--- config.mk ---
export PLATFORM = sky130hd
export DESIGN_NAME = alu_muldiv_seq
export DESIGN_NICKNAME = d
export VERILOG_FILES = /design/src/rtl/alu_muldiv_seq.sv
export SDC_FILE = /design/constraint.sdc
export NUM_CORES = 1
export LEC_CHECK = 0
export ABC_CLOCK_PERIOD_IN_PS = 4000
export BUFFER_PORTS_ARGS = -buffer_cell sky130_fd_sc_hd__buf_4
export CAP_MARGIN = 20
export CORE_MARGIN = 3
export CORE_UTILIZATION = 40
export DETAILED_ROUTE_END_ITERATION = 7
export PLACE_DENSITY = 0.71
export SLEW_MARGIN = 25
export SYNTH_ARGS = -nofsm -noshare
export SYNTH_HDL_FRONTEND = slang
export SYNTH_SLANG_ARGS = --single-unit
--- constraint.sdc ---
create_clock -name clk -period 4 [get_ports clk]
set_input_delay 0.8 -clock clk [delete_from_list [all_inputs] [get_ports clk]]
set_output_delay 0.8 -clock clk [all_outputs]
set_load 0.02 [all_outputs]
--- src/rtl/alu_muldiv_seq.sv ---
`default_nettype none
// ============================================================================
// Module      : alu_muldiv_seq
// Description : Multi-cycle sequencer for 8x8 unsigned multiply (16-bit
//               product) and 8/8 unsigned restoring divide (quotient and
//               remainder). Each step uses the shared 8-bit ALU for one
//               add/subtract; the partial-result shifts are done locally.
//               While alu_sel=1 the CPU datapath routes alu_a/alu_b/alu_mode
//               to the ALU and returns alu_out/alu_cout in the same cycle.
// Ports       : clk, rst_n (async, active-low)
//               start/op/opa/opb  request (sampled only while idle)
//               busy/done/dz      status (done is a one-cycle pulse)
//               res_hi/res_lo     MUL product / DIV remainder,quotient
//               alu_sel/alu_a/alu_b/alu_mode/alu_cin  ALU request side
//               alu_out/alu_cout  ALU result (combinational)
// Revision    : 1.0 - initial release
// ============================================================================
module alu_muldiv_seq #(
    parameter logic [3:0] MODE_ADD = 4'b0100,
    parameter logic [3:0] MODE_SUB = 4'b0111
) (
    input  logic       clk,
    input  logic       rst_n,
    input  logic       start,
    input  logic       op,
    input  logic [7:0] opa,
    input  logic [7:0] opb,
    output logic       busy,
    output logic       done,
    output logic       dz,
    output logic [7:0] res_hi,
    output logic [7:0] res_lo,
    output logic       alu_sel,
    output logic [7:0] alu_a,
    output logic [7:0] alu_b,
    output logic [3:0] alu_mode,
    output logic       alu_cin,
    input  logic [7:0] alu_out,
    input  logic       alu_cout
);

    typedef enum logic [0:0] {
        S_IDLE = 1'b0,
        S_RUN  = 1'b1
    } state_t;

    state_t     r_state;
    state_t     w_state_nxt;

    logic [2:0] r_cnt;
    logic       r_op;      // latched operation: 0=MUL, 1=DIV
    logic [7:0] r_hi;      // MUL: HI accumulator / DIV: partial remainder R
    logic [7:0] r_lo;      // MUL: multiplier LO   / DIV: quotient Q
    logic [7:0] r_m;       // MUL: multiplicand M  / DIV: divisor D

    logic       w_accept;
    logic       w_div_zero;
    logic [7:0] w_div_a;
    logic       w_div_take;
    logic [8:0] w_mul_sum;
    logic [7:0] w_hi_nxt;
    logic [7:0] w_lo_nxt;

    assign busy       = (r_state == S_RUN);
    assign alu_sel    = busy;
    assign alu_cin    = 1'b0;

    assign w_accept   = (r_state == S_IDLE) && start;
    assign w_div_zero = op && (opb == 8'd0);

    // ------------------------------------------------------------------------
    // State register and next-state logic
    // ------------------------------------------------------------------------
    always_ff @(posedge clk or negedge rst_n) begin
        if (!rst_n) begin
            r_state <= S_IDLE;
        end else begin
            r_state <= w_state_nxt;
        end
    end

    always_comb begin
        w_state_nxt = r_state;
        case (r_state)
            S_IDLE: begin
                // Divide-by-zero completes at the accept edge without running
                if (start && !w_div_zero) begin
                    w_state_nxt = S_RUN;
                end
            end
            S_RUN: begin
                if (r_cnt == 3'd7) begin
                    w_state_nxt = S_IDLE;
                end
            end
            default: w_state_nxt = S_IDLE;
        endcase
    end

    // ------------------------------------------------------------------------
    // ALU request and per-step combinational update
    // ------------------------------------------------------------------------
    // Restoring divide: shift the next dividend bit into the remainder
    assign w_div_a    = {r_hi[6:0], r_lo[7]};
    // If R[7] was set the shifted value is >= 256 > D, so the subtract always
    // succeeds even though the 8-bit ALU reports a borrow.
    assign w_div_take = r_hi[7] | ~alu_cout;
    // Shift-add multiply: keep the carry as the 9th bit of the partial sum
    assign w_mul_sum  = r_lo[0] ? {alu_cout, alu_out} : {1'b0, r_hi};

    always_comb begin
        alu_a    = 8'd0;
        alu_b    = 8'd0;
        alu_mode = 4'b0000;
        if (busy) begin
            alu_b    = r_m;
            alu_a    = r_op ? w_div_a : r_hi;
            alu_mode = r_op ? MODE_SUB : MODE_ADD;
        end
    end

    always_comb begin
        w_hi_nxt = r_hi;
        w_lo_nxt = r_lo;
        if (r_op) begin
            w_hi_nxt = w_div_take ? alu_out : w_div_a;
            w_lo_nxt = {r_lo[6:0], w_div_take};
        end else begin
            w_hi_nxt = w_mul_sum[8:1];
            w_lo_nxt = {w_mul_sum[0], r_lo[7:1]};
        end
    end

    // ------------------------------------------------------------------------
    // Datapath and result registers
    // ------------------------------------------------------------------------
    always_ff @(posedge clk or negedge rst_n) begin
        if (!rst_n) begin
            r_cnt  <= 3'd0;
            r_op   <= 1'b0;
            r_hi   <= 8'd0;
            r_lo   <= 8'd0;
            r_m    <= 8'd0;
            res_hi <= 8'd0;
            res_lo <= 8'd0;
            dz     <= 1'b0;
            done   <= 1'b0;
        end else begin
            done <= 1'b0;
            if (w_accept) begin
                if (w_div_zero) begin
                    res_lo <= 8'hFF;
                    res_hi <= opa;
                    dz     <= 1'b1;
                    done   <= 1'b1;
                end else begin
                    dz    <= 1'b0;
                    r_cnt <= 3'd0;
                    r_op  <= op;
                    r_hi  <= 8'd0;
                    r_lo  <= op ? opa : opb;
                    r_m   <= op ? opb : opa;
                end
            end else if (busy) begin
                r_hi  <= w_hi_nxt;
                r_lo  <= w_lo_nxt;
                r_cnt <= r_cnt + 3'd1;
                if (r_cnt == 3'd7) begin
                    res_hi <= w_hi_nxt;
                    res_lo <= w_lo_nxt;
                    done   <= 1'b1;
                end
            end
        end
    end

endmodule
`default_nettype wire

==> results of run 1 <==
[per-layer routing]
layer / track usage [%] / up-vias / routed length, µm
met2: 29.2 / 64 / 3260
li1: - / 1049 / -
met3: 3.41 / 6 / 352
met1: 25.5 / 1023 / 3060
met5: 0 / - / 0
met4: 3.65 / 0 / 53
[state kept, by name (all words and copies together) (netlist names)]
name     flops
alu_sel      1
done         1
dz           1
r_cnt        3
r_hi         8
r_lo         8
r_m          8
r_op         1
res_hi       8
res_lo       8
[cell usage after synthesis, types with 2 or more instances]
cell	number
dfrtp_1	47
nand2_1	22
nor2b_1	11
nor2_1	22
buf_1	2
a22o_1	3
buf_2	11
mux2_2	18
and2_1	10
ha_1	2
and3b_1	2
a21oi_1	10
mux2i_1	38
clkbuf_1	5
o21ai_0	16
a32o_1	7
buf_4	6
nand2b_1	8
a221oi_1	8
mux2_1	7
[cell families after synthesis]
logic type      after synthesis  synth area share, %
compound gates               49                 12.5
fa+ha+maj                     2                0.899
buf+inv                      26                 5.08
flops                        47                 42.2
mux                          63                 23.8
other cells                   1                0.135
simple gates                 81                 15.3
[critical path: cells and delay by family, from the launching register on]
kind | cells | cell delay (ns)
DFF | 1 | 0.90
buffers and inverters | 1 | 0.16
and+or+nand+nor | 1 | 0.08
muxes | 1 | 0.33
[worst max path at each step]
stage,slack [ns],depth (start not counted),to
after global placement,1.43,4,res_hi[6]
final,1.43,3,alu_a[7]
after CTS,1.40,3,alu_a[6]
after floorplan,1.70,4,alu_mode[1]
after detailed placement,1.38,4,res_hi[6]
after global routing,1.33,3,alu_a[7]
[metrics by stage]
step	cells	instance area [µm²]
after detailed placement	391	3260
after global placement	391	3260
after CTS	398	3350
after global routing	398	3350
after floorplan	270	2790
final	398	3350
[layout make-up]
| class | instances | area [µm²] |
|---|---|---|
| Multi-Input combinational cell | 197 | 1470 |
| Sequential cell | 47 | 1180 |
| Inverter | 1 | 3.75 |
| Timing Repair Buffer | 69 | 518 |
| Fill cell | 622 | 3180 |
| Clock buffer | 6 | 82.6 |
| Tap cell | 77 | 96.3 |
| Clock inverter | 1 | 5.00 |
[where the power goes]
group          switching [mW]  leakage (nW)  internal (mW)
combinational           0.937         0.943          0.854
sequential              0.234         0.538          0.721
clock                   0.155        0.0470          0.136
==> results.md, run 1 <==
* Status: finished clean
* CTS tree: done
* Final Hold Fails at 0
* Gp weighted congestion at 0.821
* Total power at 3.04 mW
* CP required at 3.20 ns
* Post-CTS sizing at 0
* Hold path cells at 1
* Yosys top cell area share at between 40% and 50%
* Reg2Reg Setup Slack at 1.83 ns
* Row cnt at 29
* Worst slew pin tran at between 0.9 and 1 ns
* Crit path capture type: primary output
* Slew Viols, Final at 0
* Number of detailed-routing iterations run before antenna repair at 4
* Fin nets at 352
* Die Span Y at 89.4 µm
* Post-route ant nets at 0
* Most frequent cells in the layout: buf_4, dfrtp_1, mux2i_1, nor2_1, nand2_1
* Syn_area_per_cell at 10.3 µm²
* Via density at 5.38
* Hold_ws at a little under 0.5 ns
* CP max FO at 20
* Routed length per instance at between 15 and 20 µm
* Final clock skew at ~0.0060 ns
* CP Data Arrival Time at 1.77 ns
* Vias post-DR at between 2000 and 2500
* Worst vdd ir at 0.000384 V
* Critical path type: flip-flop to primary output
* Fmax at between 300 and 400 MHz
* Hold Crit Class: flip-flop to flip-flop
* Lkg Pwr at approximately 1.5 nW
* Commonest non-fill, non-tap cell in the layout: buf_4
* Slew headroom at approximately two fifths
* Vias in the first global route at 2142
* Starting Density at 42.6%
* Worst setup margin at about 1.4 ns
* Gr ovfl total at 0
* Post-DP HPWL at 4910 µm
* Total track usage at 18.1%
* Clk buf depth at 2
* CTS H-tree depth at 2
* Register area share after synthesis at 42.2%
* Pwr dens at 906 nW/µm²
* Top cells by area, synth: dfrtp_1, mux2i_1, mux2_2
* I/O pin cnt at 70
* Cell Area, Synth at 2780 µm²
* Area Overhead vs Synth at 20.4%
* Distinct cells, synth at 34
* Crit-path max cell delay at 0.90 ns
* DIE AREA at 8000 µm²
* Crit Reg-Reg Endpoint: res_hi[5]
* Seq cells post-synth at 47
* ANT cells at 0
* Max Cap Violations at 0
* Cell count after synthesis at ~270
* Top FF cell, synth: dfrtp_1
* First-pass GRT wire length at 11100 µm
* Share of flip-flops with an asynchronous set or reset at 100%
* # hold bufs at CTS at 0
* EDFF count, synth at 0
* Post-route DRC at 0
* Yosys top cell by area: dfrtp_1
* Initial antenna violation count at 0
* Share of cells above drive strength 1 at between 30 and 40%
* Unrepaired setup endpoints after global routing: no
* Hold Startpoint: res_lo[1]
* CP Launch Type: flip-flop
* Cells along the critical path: mux2i_1 -> nor2b_1 -> buf_4
* Setup TNS at 0 ns
* Final period util at 64.1%
* Core area at 6530 µm²
* Critical R2R Launch: r_op
* Worst-path clk slew at ~0.08 ns
* Width of the die at ~89 µm
* Final core utilization at 51.3%
* Slowest-stage cell, CP: dfrtp_1
* CP startpoint: r_op
* CTS Root Cell: clkbuf_8
* Final Critical Period at about 2.6 ns
* Place WS at around 1.4 ns
* Clock sink count at 47
* Synth warn at 0
* Num CTS Buffers at 5
* Pin count of the biggest net entering global routing at 48
* Post-Route WL at between 6000 and 7000 µm
* WHS Endpoint: res_lo[1]
* PortBufs at 67
* Setup violation total in the final timing report at 0
* Postcts setup bufs at 0
* Worst-skew pair later-pin latency at 0.30 ns
* Starting DRT DRC Count at ~130
* R2R depth at 4
Note: power is estimated with default switching activity, not from simulation.
==> inputs of run 2 (changes only) <==
--- a/config.mk
+++ b/config.mk
@@ -5,13 +5,14 @@
 export SDC_FILE = /design/constraint.sdc
 export NUM_CORES = 1
 export LEC_CHECK = 0
-export ABC_CLOCK_PERIOD_IN_PS = 4000
+export ABC_AREA = 1
+export ABC_CLOCK_PERIOD_IN_PS = 2170
 export BUFFER_PORTS_ARGS = -buffer_cell sky130_fd_sc_hd__buf_4
 export CAP_MARGIN = 20
 export CORE_MARGIN = 3
 export CORE_UTILIZATION = 40
 export DETAILED_ROUTE_END_ITERATION = 7
-export PLACE_DENSITY = 0.71
+export PLACE_DENSITY = 0.73
 export SLEW_MARGIN = 25
 export SYNTH_ARGS = -nofsm -noshare
 export SYNTH_HDL_FRONTEND = slang
==> constraint.sdc (replaced) <==
create_clock -name clk -period 2.17 [get_ports clk]
set_input_delay 0.434 -clock clk [delete_from_list [all_inputs] [get_ports clk]]
set_output_delay 0.434 -clock clk [all_outputs]
set_load 0.02 [all_outputs]
==> results.md, run 2 <==
* Setup TNS at 0 ns (unchanged)
* Post-route DRC at 0 (unchanged)
* Final clock skew at 0.00487 ns (-0.00113 ns)
* Status: finished clean
* Row cnt at 30 (+3.4%)
* Postcts setup bufs at 0 (unchanged)
* Top cells by area, synth: dfrtp_1, nand2_1, nand3_1
* Most frequent cells in the layout: nand2_1, buf_4, dfrtp_1, nand3_1
* Syn_area_per_cell at 7.13 µm² (-31%)
* Cells along the critical path: inv_1 -> buf_4 -> o21ai_0 -> a21oi_1 -> buf_4
* Vias in the first global route at 2596 (+21%)
* Cell Area, Synth at 2840 µm² (+1.9%)
* Via density at 4.98 (-7.5%)
* Share of cells above drive strength 1 at 21.3% (-9.5 points)
* Area Overhead vs Synth at 22.2%
* Vias post-DR at 2744 (+28%)
* Gr ovfl total at 0 (unchanged)
* Met2 Use GR at 28.3% (-0.95 points)
* Pin count of the biggest net entering global routing at 48 (unchanged)
* Register area share after synthesis at 41.5% (-0.78 points)
* Total track usage at 18.5% (+0.40 points)
* Clk buf depth at 2 (unchanged)
* ANT cells at 0 (unchanged)
* First-pass GRT wire length at 12600 µm (+13%)
* Worst-path clk slew at 0.09 ns (about the same)
* Starting DRT DRC Count at 205 (+55%)
* Top FF cell, synth: dfrtp_1
* M1 GR Usage at 26.8% (+1.4 points)
* Cell count after synthesis at 398 (+48%)
* Met3 global-route usage at 2.85% (-0.56 points)
* Fin nets at 485 (+38%)
* Yosys top cell by area: dfrtp_1
* Unrepaired setup endpoints after global routing: no
* Num CTS Buffers at 5 (unchanged)
* Number of detailed-routing iterations run before antenna repair at 5 (+1)
* CP dominant cell by count: buf_4
* Final Critical Period at 1.81 ns
* Gp weighted congestion at 0.928 (+13%)
* Slew headroom at 59.6% (+21 points)
* Pwr dens at 1530 nW/µm² (+69%)
* Initial antenna violation count at 0 (unchanged)
* Fmax at 552 MHz
* DIE AREA at 8140 µm² (+1.8%)
* Gr busiest metal: met2
* Post-Route WL at 7390 µm (+10%)
* Max Cap Violations at 0 (unchanged)
* Post-route ant nets at 0 (unchanged)
* Final core utilization at 50.7% (-0.59 points)
* Starting Density at 41.5% (-1.1 points)
* PortBufs at 67 (unchanged)
* Worst slew pin tran at 0.605 ns (-0.316 ns)
* # hold bufs at CTS at 0 (unchanged)
* Yosys top cell area share at 41.5% (-0.78 points)
* Critical path type: flip-flop to primary output
* CP max FO at 15 (-25%)
* Final Hold Fails at 0 (unchanged)
* Post-DP HPWL at 5450 µm (+11%)
* Count leader, synth: nand2_1
* Clock sink count at 47 (unchanged)
* Core area at 6830 µm² (+4.6%)
* CP Launch Type: flip-flop
* Hold Crit Class: input pin to async pin
* Lkg Pwr at 1.93 nW (+27%)
* Die Span Y at 90.2 µm (+0.88%)
* Share of flip-flops with an asynchronous set or reset at 100% (unchanged)
* Leading cell types by count after synthesis: nand2_1, dfrtp_1, nand3_1
* CTS Root Cell: clkbuf_8
* Seq cells post-synth at 47 (unchanged)
* CP Data Arrival Time at 1.38 ns (-0.39 ns)
* CTS tree: done
* Crit path capture type: primary output
* Final period util at 83.4%
* Distinct cells, synth at 26 (-24%)
* CTS H-tree depth at 2 (unchanged)
* Setup violation total in the final timing report at 0 (unchanged)
* Worst-skew pair later-pin latency at 0.30 ns (about the same)
* Commonest non-fill, non-tap cell in the layout: nand2_1
* I/O pin cnt at 70 (unchanged)
* Slew Viols, Final at 0 (unchanged)
* Width of the die at 90.2 µm (+0.88%)
* Routed length per instance at 13.4 µm (-21%)
* Slowest-stage cell, CP: dfrtp_1
* Synth warn at 0 (unchanged)
* Post-CTS sizing at 0 (unchanged)
* Crit-path max cell delay at 0.39 ns (-0.51 ns)
* EDFF count, synth at 0 (unchanged)
* Worst vdd ir at 0.000549 V (+43%)
* CP required at 1.74 ns (-1.46 ns)
## run 2: changes by cell type in the layout (fill, tap and decap cells not counted), sizes merged, moves of 9 or more
cell | previous run | this run
nor2 | 22 | 13
inv | 1 | 36
a21oi | 10 | 24
nor2b | 11 | 0
and2 | 10 | 0
nand3 | 1 | 38
nand2 | 22 | 153
o21ai | 17 | 34
mux2i | 38 | 7
mux2 | 25 | 0
## run 2: metal layers
layer	share of wire [%]	vias up	wire, µm
li1	-	1369	-
met1	49	1268	3600
met2	44	97	3270
met3	5.5	10	403
met4	1.6	0	117
met5	0	-	0
## run 2: layout make-up
| class | count | area [µm²] |
|---|---|---|
| Clock buffer | 6 | 82.6 |
| Clock inverter | 2 | 35.0 |
| Fill cell | 700 | 3370 |
| Inverter | 36 | 135 |
| Multi-Input combinational cell | 289 | 1350 |
| Sequential cell | 47 | 1180 |
| Tap cell | 96 | 120 |
| Timing Repair Buffer | 75 | 563 |
## run 2: worst paths after layout
| path | cells past startpoint | end | slack, ns | startpoint |
|---|---|---|---|---|
| setup / recovery | 5 | alu_a[0] | 0.36 | r_op |
| hold / removal | 1 | r_m[5] | 0.13 | rst_n |
| setup reg to reg | 4 | r_hi[3] | 0.59 | alu_sel |
| hold reg to reg | 2 | res_lo[5] | 0.48 | res_lo[5] |
| max in group asynchronous | 1 | r_cnt[0] | 1.62 | rst_n |
| min in group clk | 2 | res_lo[5] | 0.48 | res_lo[5] |
## run 2: cells by family (layout without fill, tap and decap cells)
logic type | Yosys count | count (layout) | synth area share [%]
buffers and inverters | 63 | 119 | 10.9
AND/OR/NAND/NOR | 212 | 212 | 31.6
flip-flops | 47 | 47 | 41.5
AO/OA/AOI/OAI | 66 | 66 | 12.5
adder cells (fa/ha/maj) | 2 | 2 | 0.882
multiplexers | 7 | 7 | 2.47
other | 1 | 2 | 0.132
## run 2: through the flow
stage / instance area [µm²] / cells / setup WS, ns / hold slack (ns) / total power, mW
after global placement: 3350 / 543 / 0.562 / 0.461 / 4.62
after floorplan: 2840 / 399 / 0.303 / 0.138 / 3.63
after CTS: 3470 / 551 / 0.343 / 0.159 / 5.34
after global routing: 3470 / 551 / 0.250 / 0.177 / 5.79
after detailed placement: 3350 / 543 / 0.540 / 0.464 / 4.66
final: 3470 / 551 / 0.360 / 0.126 / 5.32
## run 2: worst max-delay path: cells and delay by family, from the launching register on
family / cells / cell delay [ns]
AO/OA/AOI/OAI: 2 / 0.25
buffers and inverters: 3 / 0.44
flip-flops: 1 / 0.39
## run 2: report_power, final
part	internal, mW	leakage [nW]	switching, mW
registers	1.30	0.578	0.308
logic	1.15	1.29	1.89
clock network	0.373	0.0612	0.297
